--- src/rtl/rca_share_arbiter.sv ---
// Two requesters share one ripple-carry adder; multi-beat packets chain carry
// between beats, and one registered valid/ready stage carries results out.

module rca_fa (
  input  logic a,
  input  logic b,
  input  logic ci,
  output logic s,
  output logic co
);
  assign s  = a ^ b ^ ci;
  assign co = (a & b) | (ci & (a ^ b));
endmodule

module thirtytwobitRCA #(
  parameter int W = 32
) (
  input  logic [W-1:0] a,
  input  logic [W-1:0] b,
  input  logic         cin,
  output logic [W-1:0] sum,
  output logic         cout
);
  logic [W:0] c;
  assign c[0] = cin;
  for (genvar i = 0; i < W; i++) begin : g_bit
    rca_fa u_fa (.a(a[i]), .b(b[i]), .ci(c[i]), .s(sum[i]), .co(c[i+1]));
  end
  assign cout = c[W];
endmodule

module rca_share_arbiter #(
  parameter bit RR_EN = 1'b1
) (
  input  logic        clk,
  input  logic        rst_n,
  input  logic        req0_valid,
  output logic        req0_ready,
  input  logic [31:0] req0_a,
  input  logic [31:0] req0_b,
  input  logic        req0_cin,
  input  logic        req0_last,
  input  logic        req1_valid,
  output logic        req1_ready,
  input  logic [31:0] req1_a,
  input  logic [31:0] req1_b,
  input  logic        req1_cin,
  input  logic        req1_last,
  output logic        resp_valid,
  input  logic        resp_ready,
  output logic [31:0] resp_sum,
  output logic        resp_cout,
  output logic        resp_id,
  output logic        resp_last,
  output logic [3:0]  resp_idx
);
  typedef enum logic {IDLE, LOCK} state_t;

  state_t      state, state_nxt;
  logic        owner, rr_ptr, carry_q;
  logic [3:0]  idx_q;
  logic        out_free, sel, sel_valid, sel_last, accept;
  logic [31:0] add_a, add_b, add_sum;
  logic        add_cin, add_cout;

  assign out_free = !resp_valid || resp_ready;

  always_comb begin
    state_nxt = state;
    sel       = 1'b0;
    if (state == LOCK)
      sel = owner;
    else if (req0_valid && req1_valid)
      sel = RR_EN ? rr_ptr : 1'b0;
    else
      sel = req1_valid && !req0_valid;
    sel_valid  = sel ? req1_valid : req0_valid;
    sel_last   = sel ? req1_last  : req0_last;
    accept     = sel_valid && out_free;
    // Locked owner keeps the port even while it stalls its valid.
    req0_ready = out_free && !sel;
    req1_ready = out_free && sel;
    if (accept) state_nxt = sel_last ? IDLE : LOCK;
  end

  assign add_a   = sel ? req1_a : req0_a;
  assign add_b   = sel ? req1_b : req0_b;
  assign add_cin = (state == LOCK) ? carry_q : (sel ? req1_cin : req0_cin);

  thirtytwobitRCA #(.W(32)) u_rca (
    .a(add_a), .b(add_b), .cin(add_cin), .sum(add_sum), .cout(add_cout)
  );

  always_ff @(posedge clk or negedge rst_n) begin
    if (!rst_n) state <= IDLE;
    else        state <= state_nxt;
  end

  always_ff @(posedge clk or negedge rst_n) begin
    if (!rst_n) begin
      owner      <= 1'b0;
      rr_ptr     <= 1'b0;
      carry_q    <= 1'b0;
      idx_q      <= 4'd0;
      resp_valid <= 1'b0;
      resp_sum   <= 32'd0;
      resp_cout  <= 1'b0;
      resp_id    <= 1'b0;
      resp_last  <= 1'b0;
      resp_idx   <= 4'd0;
    end else if (accept) begin
      resp_valid <= 1'b1;
      resp_sum   <= add_sum;
      resp_cout  <= add_cout;
      resp_id    <= sel;
      resp_last  <= sel_last;
      resp_idx   <= idx_q;
      if (sel_last) begin
        carry_q <= 1'b0;
        idx_q   <= 4'd0;
        if (RR_EN) rr_ptr <= !sel;
      end else begin
        owner   <= sel;
        carry_q <= add_cout;
        if (idx_q != 4'hF) idx_q <= idx_q + 4'd1;
      end
    end else if (resp_ready) begin
      resp_valid <= 1'b0;
    end
  end
endmodule

--- config.mk ---
export PLATFORM = sky130hd
export DESIGN_NAME = rca_share_arbiter
export DESIGN_NICKNAME = d
export VERILOG_FILES = /design/src/rtl/rca_share_arbiter.sv
export SDC_FILE = /design/constraint.sdc
export NUM_CORES = 1
export LEC_CHECK = 0
export CAP_MARGIN = 30
export CELL_PAD_IN_SITES_DETAIL_PLACEMENT = 1
export CELL_PAD_IN_SITES_GLOBAL_PLACEMENT = 1
export CORE_UTILIZATION = 29
export DETAILED_ROUTE_END_ITERATION = 10
export GPL_TIMING_DRIVEN = 0
export PLACE_DENSITY = 0.78
export SLEW_MARGIN = 5
export SYNTH_ARGS = -nofsm -noshare
export SYNTH_HDL_FRONTEND = slang
export SYNTH_HIERARCHICAL = 1
export SYNTH_SLANG_ARGS = --single-unit
export TNS_END_PERCENT = 50
--- constraint.sdc ---
create_clock -name clk -period 18.7 [get_ports clk]
set_input_delay 5.61 -clock clk [delete_from_list [all_inputs] [get_ports clk]]
set_output_delay 5.61 -clock clk [all_outputs]
set_load 0.01 [all_outputs]
## Word-level counts from Yosys, hierarchy flattened

Cells that the tools add are included.
Widths: inputs -> output; s select.

- Flip-flop bits (word level): 48
- Output and inout port bits: 42
- Input bits: 137

- $add $sub $neg: 1
- Reductions and logical operators: 14
- Mux-type cells: 14
- Equality and inequality tests: 1
- Bitwise gates (word level): 161

Operator list:

| cell | count |
|---|---|
| $and 1x1->1 | 64 |
| $mux 32 | 2 |
| $xor 1x1->1 | 64 |
| $or 1x1->1 | 32 |
| $mux 1 | 10 |
| $mux 4 | 2 |
| $reduce_and 2->1 | 3 |
| $logic_and 1x1->1 | 5 |
| $add 4x1->4 const B | 1 |
| $ne 4x4->1 const B | 1 |
| $reduce_bool 2->1 | 2 |
| $logic_not 1->1 | 3 |
| $logic_or 1x1->1 | 1 |
| $not 1->1 | 1 |

## Logic depth before layout (Yosys ltp)

Gate-level depths: netlist of run 1.

- Word-level depth: 71
- Gate-level depth with buffers: 39

## By module

Netlist of run 1, hierarchy kept.

By module, submodules not included:

| module | area each (um^2) | instances | cells an instance | sequential area each (um^2) |
|---|---|---|---|---|
| rca_share_arbiter | 2773.9 | 1 | 290 | 1201.2 |
| rca_fa | 20.0 | 32 | 1 | 0.0 |

## Worst setup path before layout of run 1

No wires, ideal clock.

- Kind: input to register
- Start: input port req0_valid
- End: register resp_cout
- Required time: 18575 ps
- Stages on the path: 38
- Setup time: 125 ps
- Setup slack: -394 ps
- Arrival time: 18970 ps
- Buffers on the path: 2
- Path through: nand2b_1 > a31o_1 > buf_6 > buf_2 > mux2_2 > fa_1 > fa_1 > fa_1 > fa_1 > fa_1 > fa_1 > fa_1 > fa_1 > fa_1 > fa_1 > fa_1 > fa_1 > fa_1 > (+2 left out) > fa_1 > fa_1 > fa_1 > fa_1 > fa_1 > fa_1 > fa_1 > fa_1 > fa_1 > fa_1 > fa_1 > fa_1 > fa_1 > fa_1 > fa_1 > fa_1 > fa_1 > mux2_2

- Word-level cells in the longest chain between the ends: 70
- Elaborated cells between the ends (all ways): 139
- Classes of those cells: mux (7); bitwise (128); reduce/logical (4)

RTL lines:

| element | RTL line | RTL |
|---|---|---|
| from (decl) | 37 | `input logic req0_valid,` |
| $logic_not 1->1 | 76 | `sel = req1_valid && !req0_valid;` |
| $logic_and 1x1->1 | 76 |  |
| $mux 1 * | 73 | `else if (req0_valid && req1_valid)` |
| $mux 1 * | 71 | `if (state == LOCK)` |
| $mux 32 * | 86 | `assign add_a = sel ? req1_a : req0_a;` |
| via add_a[0] | 63 | `logic [31:0] add_a, add_b, add_sum;` |
| $xor 1x1->1 | 12 | `assign co = (a & b) \| (ci & (a ^ b));` |
| $and 1x1->1 | 12 |  |
| (+1 left out) | -- |  |
| via u_rca.c[1] | 24 | `logic [W:0] c;` |
| (+2 left out) | -- |  |
| via u_rca.c[2] | 24 |  |
| (+2 left out) | -- |  |
| via u_rca.c[3] | 24 |  |
| (+2 left out) | -- |  |
| via u_rca.c[4] | 24 |  |
| (+2 left out) | -- |  |
| via u_rca.c[5] | 24 |  |
| (+2 left out) | -- |  |
| via u_rca.c[6] | 24 |  |
| (+2 left out) | -- |  |
| via u_rca.c[7] | 24 |  |
| (+2 left out) | -- |  |
| via u_rca.c[8] | 24 |  |
| (+2 left out) | -- |  |
| via u_rca.c[9] | 24 |  |
| (+2 left out) | -- |  |
| via u_rca.c[10] | 24 |  |
| (+2 left out) | -- |  |
| via u_rca.c[11] | 24 |  |
| (+2 left out) | -- |  |
| via u_rca.c[12] | 24 |  |
| (+2 left out) | -- |  |
| via u_rca.c[13] | 24 |  |
| (+2 left out) | -- |  |
| via u_rca.c[14] | 24 |  |
| (+2 left out) | -- |  |
| via u_rca.c[15] | 24 |  |
| (+2 left out) | -- |  |
| via u_rca.c[16] | 24 |  |
| (+2 left out) | -- |  |
| via u_rca.c[17] | 24 |  |
| (+2 left out) | -- |  |
| via u_rca.c[18] | 24 |  |
| (+2 left out) | -- |  |
| via u_rca.c[19] | 24 |  |
| (+2 left out) | -- |  |
| via u_rca.c[20] | 24 |  |
| (+2 left out) | -- |  |
| via u_rca.c[21] | 24 |  |
| (+2 left out) | -- |  |
| via u_rca.c[22] | 24 |  |
| (+2 left out) | -- |  |
| via u_rca.c[23] | 24 |  |
| (+2 left out) | -- |  |
| via u_rca.c[24] | 24 |  |
| (+2 left out) | -- |  |
| via u_rca.c[25] | 24 |  |
| (+2 left out) | -- |  |
| via u_rca.c[26] | 24 |  |
| (+2 left out) | -- |  |
| via u_rca.c[27] | 24 |  |
| (+2 left out) | -- |  |
| via u_rca.c[28] | 24 |  |
| (+2 left out) | -- |  |
| via u_rca.c[29] | 24 |  |
| (+1 left out) | -- |  |
| $or 1x1->1 * | 12 |  |
| via u_rca.c[30] | 24 |  |
| $and 1x1->1 * | 12 |  |
| $or 1x1->1 * | 12 |  |
| via u_rca.c[31] | 24 |  |
| $and 1x1->1 * | 12 |  |
| $or 1x1->1 * | 12 |  |
| via add_cout | 64 | `logic add_cin, add_cout;` |
| to (signal assigned) | 114 | `resp_cout <= add_cout;` |
| to (decl) | 52 | `output logic resp_cout,` |

The timed path passes the listed nets; every way through them passes the cells marked *.
A chain may end at the register's enable or synchronous reset.

## Worst setup path after layout of run 1

- Start: input port req1_valid
- End: register resp_cout

- Word-level cells in the longest chain between the ends: 69
- Elaborated cells between the ends (all ways): 138
- Classes of those cells: mux (7); bitwise (128); reduce/logical (3)

RTL lines:

| element | RTL line | RTL |
|---|---|---|
| from (decl) | 43 | `input logic req1_valid,` |
| $logic_and 1x1->1, on equally long branches | 76, 73 |  |
| $mux 1 * | 73 |  |
| $mux 1 * | 71 |  |
| $mux 32 * | 87 | `assign add_b = sel ? req1_b : req0_b;` |
| via add_b[0] | 63 |  |
| $xor 1x1->1 | 12 |  |
| $and 1x1->1 | 12 |  |
| $or 1x1->1 * | 12 |  |
| via u_rca.c[1] | 24 |  |
| (+2 left out) | -- |  |
| via u_rca.c[2] | 24 |  |
| (+2 left out) | -- |  |
| via u_rca.c[3] | 24 |  |
| (+2 left out) | -- |  |
| via u_rca.c[4] | 24 |  |
| (+2 left out) | -- |  |
| via u_rca.c[5] | 24 |  |
| (+2 left out) | -- |  |
| via u_rca.c[6] | 24 |  |
| (+2 left out) | -- |  |
| via u_rca.c[7] | 24 |  |
| (+2 left out) | -- |  |
| via u_rca.c[8] | 24 |  |
| (+2 left out) | -- |  |
| via u_rca.c[9] | 24 |  |
| (+2 left out) | -- |  |
| via u_rca.c[10] | 24 |  |
| (+2 left out) | -- |  |
| via u_rca.c[11] | 24 |  |
| (+2 left out) | -- |  |
| via u_rca.c[12] | 24 |  |
| (+2 left out) | -- |  |
| via u_rca.c[13] | 24 |  |
| (+2 left out) | -- |  |
| via u_rca.c[14] | 24 |  |
| (+2 left out) | -- |  |
| via u_rca.c[15] | 24 |  |
| (+2 left out) | -- |  |
| via u_rca.c[16] | 24 |  |
| (+2 left out) | -- |  |
| via u_rca.c[17] | 24 |  |
| (+2 left out) | -- |  |
| via u_rca.c[18] | 24 |  |
| (+2 left out) | -- |  |
| via u_rca.c[19] | 24 |  |
| (+2 left out) | -- |  |
| via u_rca.c[20] | 24 |  |
| (+2 left out) | -- |  |
| via u_rca.c[21] | 24 |  |
| (+2 left out) | -- |  |
| via u_rca.c[22] | 24 |  |
| (+2 left out) | -- |  |
| via u_rca.c[23] | 24 |  |
| (+2 left out) | -- |  |
| via u_rca.c[24] | 24 |  |
| (+2 left out) | -- |  |
| via u_rca.c[25] | 24 |  |
| (+2 left out) | -- |  |
| via u_rca.c[26] | 24 |  |
| (+2 left out) | -- |  |
| via u_rca.c[27] | 24 |  |
| (+2 left out) | -- |  |
| via u_rca.c[28] | 24 |  |
| (+2 left out) | -- |  |
| via u_rca.c[29] | 24 |  |
| (+1 left out) | -- |  |
| $or 1x1->1 * | 12 |  |
| via u_rca.c[30] | 24 |  |
| $and 1x1->1 * | 12 |  |
| $or 1x1->1 * | 12 |  |
| via u_rca.c[31] | 24 |  |
| $and 1x1->1 * | 12 |  |
| $or 1x1->1 * | 12 |  |
| via add_cout | 64 |  |

Marks and branches as above.

==> flow_metrics.tcl, run 1 <==
set metrics [dict create \
    critPathMostFrequentCell "fa_2" \
    clk_latency_ps 280 \
    drt-total-wl_mm 10.9 \
    vdd_drop_max_mv 0.0647 \
    ff2ff_setup_slack_ps 5310 \
    multi_input_area_um2 2180 \
    via_per_inst 4.67 \
    drc 0 \
    status "complete, no violations" \
    critPathLaunchType "primary input" \
    portBuffers 178 \
    dr.first_iter.drc_count 68 \
    clockBufferDepth 2 \
    path_clk_slew_ps 70 \
    min_path_cells 2 \
    final_max_slew_viol_count 0 \
    most-common-layout-cells "175 x clkdlybuf4s50_1, 111 x nand2_1, 64 x mux2_2" \
    hold_end "resp_sum[20]" \
    r2r_start "state" \
    area_growth_syn_to_layout_pct 67.1 \
    nets 680 \
    crit_fanout 10 \
    cts_buffers 5 \
    coreArea_um2 11500 \
    cp.arrival_ps 18560 \
    overflow 0 \
    fin_crit_ps 18390 \
    finalSetupViolCount 0 \
    root_buffer "clkbuf_16" \
    p_per_area_nw_per_um2 126 \
    hpwlAfterDp_mm 9.07 \
    ff_latch_area_um2 1200 \
    power.total_uw 719 \
    worstReg2RegEnd "resp_cout" \
    worstMarginPinSlew_ps 541 \
    power.share.clock_pct 16.2 \
    syn-cell-area_um2 3410 \
    cts_sinks 48 \
    worstSetupPathType "in2reg" \
    max_stage_delay_ps 390 \
    r2r_cells 38 \
    avgSynthCellArea_um2 10.6 \
    critPathLaunch "req1_valid" \
    finalHoldViolCount 0 \
    die_y_um 111 \
    synth.distinct_cells 29 \
    grt_pass1_wl_mm 17.9 \
    antenna_found_initial 0 \
    fp.dieW_um 111 \
    p_leak_nw 2.38 \
    crit_required_ps 18870 \
    first_pass_iters 4 \
    swShare_pct 36.7 \
    gr-usage-all-layers_pct 18.6 \
    final_common_cell "clkdlybuf4s50_1" \
    pin_count 179 \
    period_share_pct 98.3 \
    maxCapViolCount 0 \
    vias 3054 \
    pwr-share-seq_pct 25.3 \
    ys_ff_latch 48 \
    syn-num-nets 492 \
    critPathBufInv 3 \
    tns_ps 0 \
    grt_pass1_vias 3673 \
    ant_nets 0 \
    p_comb_share_pct 58.4 \
    p_int_uw 456 \
    hold_path_class "reg2reg" \
    start_util_pct 29.8 \
    diodes 0 \
    wire_per_inst_um 16.7 \
    rows 39 \
    cp_slowest_cell "fa_2" \
    cts_tree "built" \
    hold_path_startpoint "resp_sum[20]" \
    clock.fmax_mhz 54.4 \
    cp-end-kind "flip-flop" \
    h-tree-depth 2 \
    layout-drive-gt1-share_pct 25.4 \
    ctsHoldBuffers 0 \
    synth_warnings 6 \
    grt_max_degree 29 \
    switchingPower_uw 264 \
    relSlewSlack_pct 63.9 \
    globalplace.congestion 0.773 \
    die-area_um2 12200 \
    ys_seq_area_share_pct 35.2 \
    path_delay_family "adder cells" \
    syn_inst 322 \
    finClkSkew_ps 6.54 \
    n_fill_cell 1260 \
]
registers in the layout, summed over array words and instances, names as in the netlist:
register / count
resp_sum: 32
resp_idx: 4
state: 1
resp_cout: 1
resp_last: 1
owner: 1
resp_valid: 1
carry_q: 1
rr_ptr: 1
idx_q: 4
resp_id: 1
worst register-to-register path, delay by kind of cell, from the launching register on:
family | cells | cell delay, ps
flip-flops | 1 | 460
AO/OA/AOI/OAI | 1 | 190
adder cells (fa/ha/maj) | 32 | 11570
AND/OR/NAND/NOR | 1 | 190
multiplexers | 2 | 580
buffers and inverters | 2 | 280
power groups by stage:
stage                     Sequential, mW  Combinational, mW  Clock, mW
after floorplan                    0.199              0.208          0
after global routing               0.189              0.469      0.124
after global placement             0.181              0.395          0
final                              0.182              0.420      0.117
after detailed placement           0.184              0.413          0
after CTS                          0.183              0.427      0.121
cells by family after synthesis:
logic type	Yosys count	synth area share, %
compound gates	21	4.40
simple gates	128	14.8
mux	69	23.0
fa+ha+maj	33	19.1
buf+inv	23	3.48
flops	48	35.2
timing repair:
| action | 4_1_cts | 5_1_grt |
|---|---|---|
| cloned | 0 | 0 |
| buffers inserted | 1 | 1 |
| endpoints found under the hold margin | 0 | 0 |
| resized for setup | 24 | 8 |
| setup endpoints to repair | 5 | 3 |
| pin swaps | 4 | 9 |
per-stage QoR:
stage	instance area, um2	setup slack (ps)	hold WS (ps)	utilization (%)	std cells
after detailed placement	5420	-1400	464	47.3	644
after global placement	5410	-1220	459	47.2	643
after global routing	5700	-1.12	495	49.7	654
final	5700	314	476	49.7	654
after CTS	5680	21.8	480	49.5	653
after floorplan	3450	6.79	501	-	322
worst max path at each step:
stage,cells past startpoint,to
after floorplan,38,resp_cout
after global placement,38,resp_cout
after detailed placement,39,resp_cout
after CTS,39,resp_cout
after global routing,38,resp_cout
final,38,resp_cout
routing by layer:
layer	GRT usage, %	routed length [um]	vias up
met1	19.7	3950	1511
met4	4.18	118	0
met2	37.0	6350	93
met5	0	0	-
li1	-	-	1440
met3	3.68	523	10
final cells by class:
type                       instances  share of cell area [%]
timing repair buffer             181                    31.7
inverter                           6                   0.395
tap                              143                    3.14
sequential                        48                    21.1
clock inverter                     3                    1.21
multi-input combinational        251                    38.1
clock buffer                       5                    2.19
buffer                            17                    2.22
cell usage after synthesis:
| master | n | area, um2 |
|---|---|---|
| nand2_1 | 111 | 417 |
| mux2_2 | 65 | 732 |
| dfrtp_1 | 48 | 1200 |
| fa_1 | 32 | 641 |
| buf_2 | 14 | 70.1 |
| a21oi_1 | 8 | 40.0 |
| inv_1 | 5 | 18.8 |
| nor2_1 | 4 | 15.0 |
| mux2i_1 | 3 | 30.0 |
| nand2b_1 | 3 | 18.8 |
| nand3_1 | 3 | 15.0 |
| o21ai_0 | 3 | 15.0 |
| a41oi_1 | 2 | 17.5 |
| and2_1 | 2 | 12.5 |
| buf_4 | 2 | 15.0 |
| nor2b_1 | 2 | 12.5 |
| nor3_1 | 2 | 10.0 |
| o21ai_1 | 2 | 10.0 |
| a21oi_2 | 1 | 8.76 |
| a311o_1 | 1 | 10.0 |
| a311oi_4 | 1 | 26.3 |
| a31o_1 | 1 | 8.76 |
| buf_6 | 1 | 11.3 |
| ha_1 | 1 | 12.5 |
| inv_2 | 1 | 3.75 |
| mux2i_4 | 1 | 22.5 |
| nand4_1 | 1 | 6.26 |
| o21a_1 | 1 | 7.51 |
| o22ai_1 | 1 | 6.26 |
Power figures use the tool's default switching activity.
==> inputs of run 2 (changes only) <==
--- a/config.mk
+++ b/config.mk
@@ -11,6 +11,7 @@
 export CORE_UTILIZATION = 29
 export DETAILED_ROUTE_END_ITERATION = 10
 export GPL_TIMING_DRIVEN = 0
+export HOLD_SLACK_MARGIN = 0.08
 export PLACE_DENSITY = 0.78
 export SLEW_MARGIN = 5
 export SYNTH_ARGS = -nofsm -noshare
==> results of run 2 <==
The final DEF is identical to that of run 1; final timing and power are the same.
==> inputs of run 3 (changes only) <==
--- a/config.mk
+++ b/config.mk
@@ -5,9 +5,9 @@
 export SDC_FILE = /design/constraint.sdc
 export NUM_CORES = 1
 export LEC_CHECK = 0
-export CAP_MARGIN = 30
 export CELL_PAD_IN_SITES_DETAIL_PLACEMENT = 1
 export CELL_PAD_IN_SITES_GLOBAL_PLACEMENT = 1
+export CORE_MARGIN = 4
 export CORE_UTILIZATION = 29
 export DETAILED_ROUTE_END_ITERATION = 10
 export GPL_TIMING_DRIVEN = 0
==> run 3 against run 2 <==
Net effect: sequential cell count unchanged; clock skew down 2.1 ps; worst hold slack worse by 2.9 ps; critical endpoint unchanged.
==> flow_metrics.tcl, run 3 (synthesis gave the netlist of run 1 again) <==
set metrics [dict create \
    status "complete, no violations" \
    critPathLaunchType "primary input" \
    cp.arrival_ps 18540 \
    n_fill_cell 1258 \
    post-route-util_pct 49.9 \
    tns_ps 0 \
    clockBufferDepth 2 \
    path_clk_slew_ps 70 \
    diodes 0 \
    layout-drive-gt1-share_pct 27.1 \
    multi_input_area_um2 2170 \
    dr.first_iter.drc_count 80 \
    clock.fmax_mhz 54.4 \
    hold_path_class "reg2reg" \
    fin_crit_ps 18370 \
    coreArea_um2 11500 \
    cp_slowest_cell "fa_2" \
    wire_per_inst_um 16.9 \
    via_per_inst 4.60 \
    rsz0062_at_grt "false" \
    dp.cells 644 \
    grt_pass1_vias 3427 \
    fin_ws_ps 333 \
    nets 689 \
    rows 39 \
    antenna_found_initial 0 \
    finClkSkew_ps 4.41 \
    cts_tree "built" \
    ant_nets 0 \
    hpwlAfterDp_mm 9.21 \
    die_y_um 117 \
    reg_top3 "resp_sum x32, idx_q x4, resp_idx x4" \
    maxCapViolCount 0 \
    power.total_uw 702 \
    finalHoldViolCount 0 \
    ff_latch_area_um2 1200 \
    h-tree-depth 2 \
    root_buffer "clkbuf_16" \
    pin_count 179 \
    hold_path_startpoint "resp_sum[15]" \
    worstSetupPathType "in2reg" \
    portBuffers 178 \
    ctsHoldBuffers 0 \
    globalplace.congestion 0.765 \
    regMostFlops "resp_sum" \
    relSlewSlack_pct 54.7 \
    r2r_start "state" \
    crit_required_ps 18870 \
    largest_reg_flops 32 \
    drt-total-wl_mm 11.2 \
    first_pass_iters 4 \
    p_per_area_nw_per_um2 123 \
    overflow 0 \
    critPathLaunch "req0_valid" \
    cp-end-kind "flip-flop" \
    final_max_slew_viol_count 0 \
    area_growth_syn_to_layout_pct 67.6 \
    cts_sinks 48 \
    period_share_pct 98.2 \
    p_leak_nw 2.40 \
    die-area_um2 13600 \
    grt_pass1_wl_mm 17.2 \
    stdcell_count 663 \
    start_util_pct 29.8 \
    max_stage_delay_ps 390 \
    finalSetupViolCount 0 \
    pre_cts_ws_ps -1350 \
    drc 0 \
    gr-usage-all-layers_pct 16.3 \
    vdd_drop_max_mv 0.0523 \
    cts_buffers 5 \
    grt_max_degree 27 \
    fp.dieW_um 117 \
    clk_latency_ps 290 \
    critPathBufInv 3 \
    path_delay_family "adder cells" \
    crit_fanout 9 \
    vias 3053 \
    most-common-layout-cells "175 x clkdlybuf4s50_1, 111 x nand2_1, 65 x mux2_2" \
    final_common_cell "clkdlybuf4s50_1" \
    critPathMostFrequentCell "fa_2" \
    worstMarginPinSlew_ps 679 \
]
run 3: cell type report:
class                      count  share of cell area (%)
clock inverter                 3                   0.328
inverter                       6                   0.393
multi-input combinational    251                    38.0
timing repair buffer         190                    32.8
tap                          143                    3.13
clock buffer                   5                    2.19
sequential                    48                    21.0
buffer                        17                    2.21
run 3: path summary, 6_finish.rpt:
check / end / slack [ps] / cells past startpoint
setup / recovery: resp_cout / 330 / 39
hold / removal: resp_sum[15] / 470 / 2
setup reg to reg: resp_cout / 5260 / 38
hold reg to reg: resp_sum[15] / 470 / 2
max in group asynchronous: resp_sum[23] / 12790 / 2
min in group asynchronous: resp_sum[2] / 5360 / 1
run 3: power breakdown:
group,internal (mW),switching (mW),total (mW)
clock network,0.0493,0.0389,0.0883
registers,0.152,0.0315,0.183
logic,0.235,0.195,0.431
total,0.437,0.266,0.702
run 3: through the flow:
stage               instance area, um2  hold slack (ps)
global placement                  5410              459
floorplan                         3450              501
finish                            5720              473
detailed placement                5430              464
CTS                               5640              478
global route                      5720              488
run 3: timing repair:
item                                   4_1_cts  5_1_grt
gates resized for setup                     24       10
pin swaps                                    3       16
setup endpoints to repair                    5        3
buffers inserted                             1       10
endpoints found under the hold margin        0        0
run 3: layer usage:
| metal | global-route usage, % | vias up | share of wire, % |
|---|---|---|---|
| met5 | 0 | - | 0 |
| met4 | 3.94 | 0 | 1.3 |
| met3 | 3.94 | 11 | 6.7 |
| met2 | 30.5 | 99 | 54 |
| met1 | 18.4 | 1489 | 38 |
| li1 | - | 1454 | - |
run 3: tightest hold or removal path, delay by kind of cell, from the launching register on:
kind	cells	cell delay, ps
DFF	1	340
and+or+nand+nor	2	100
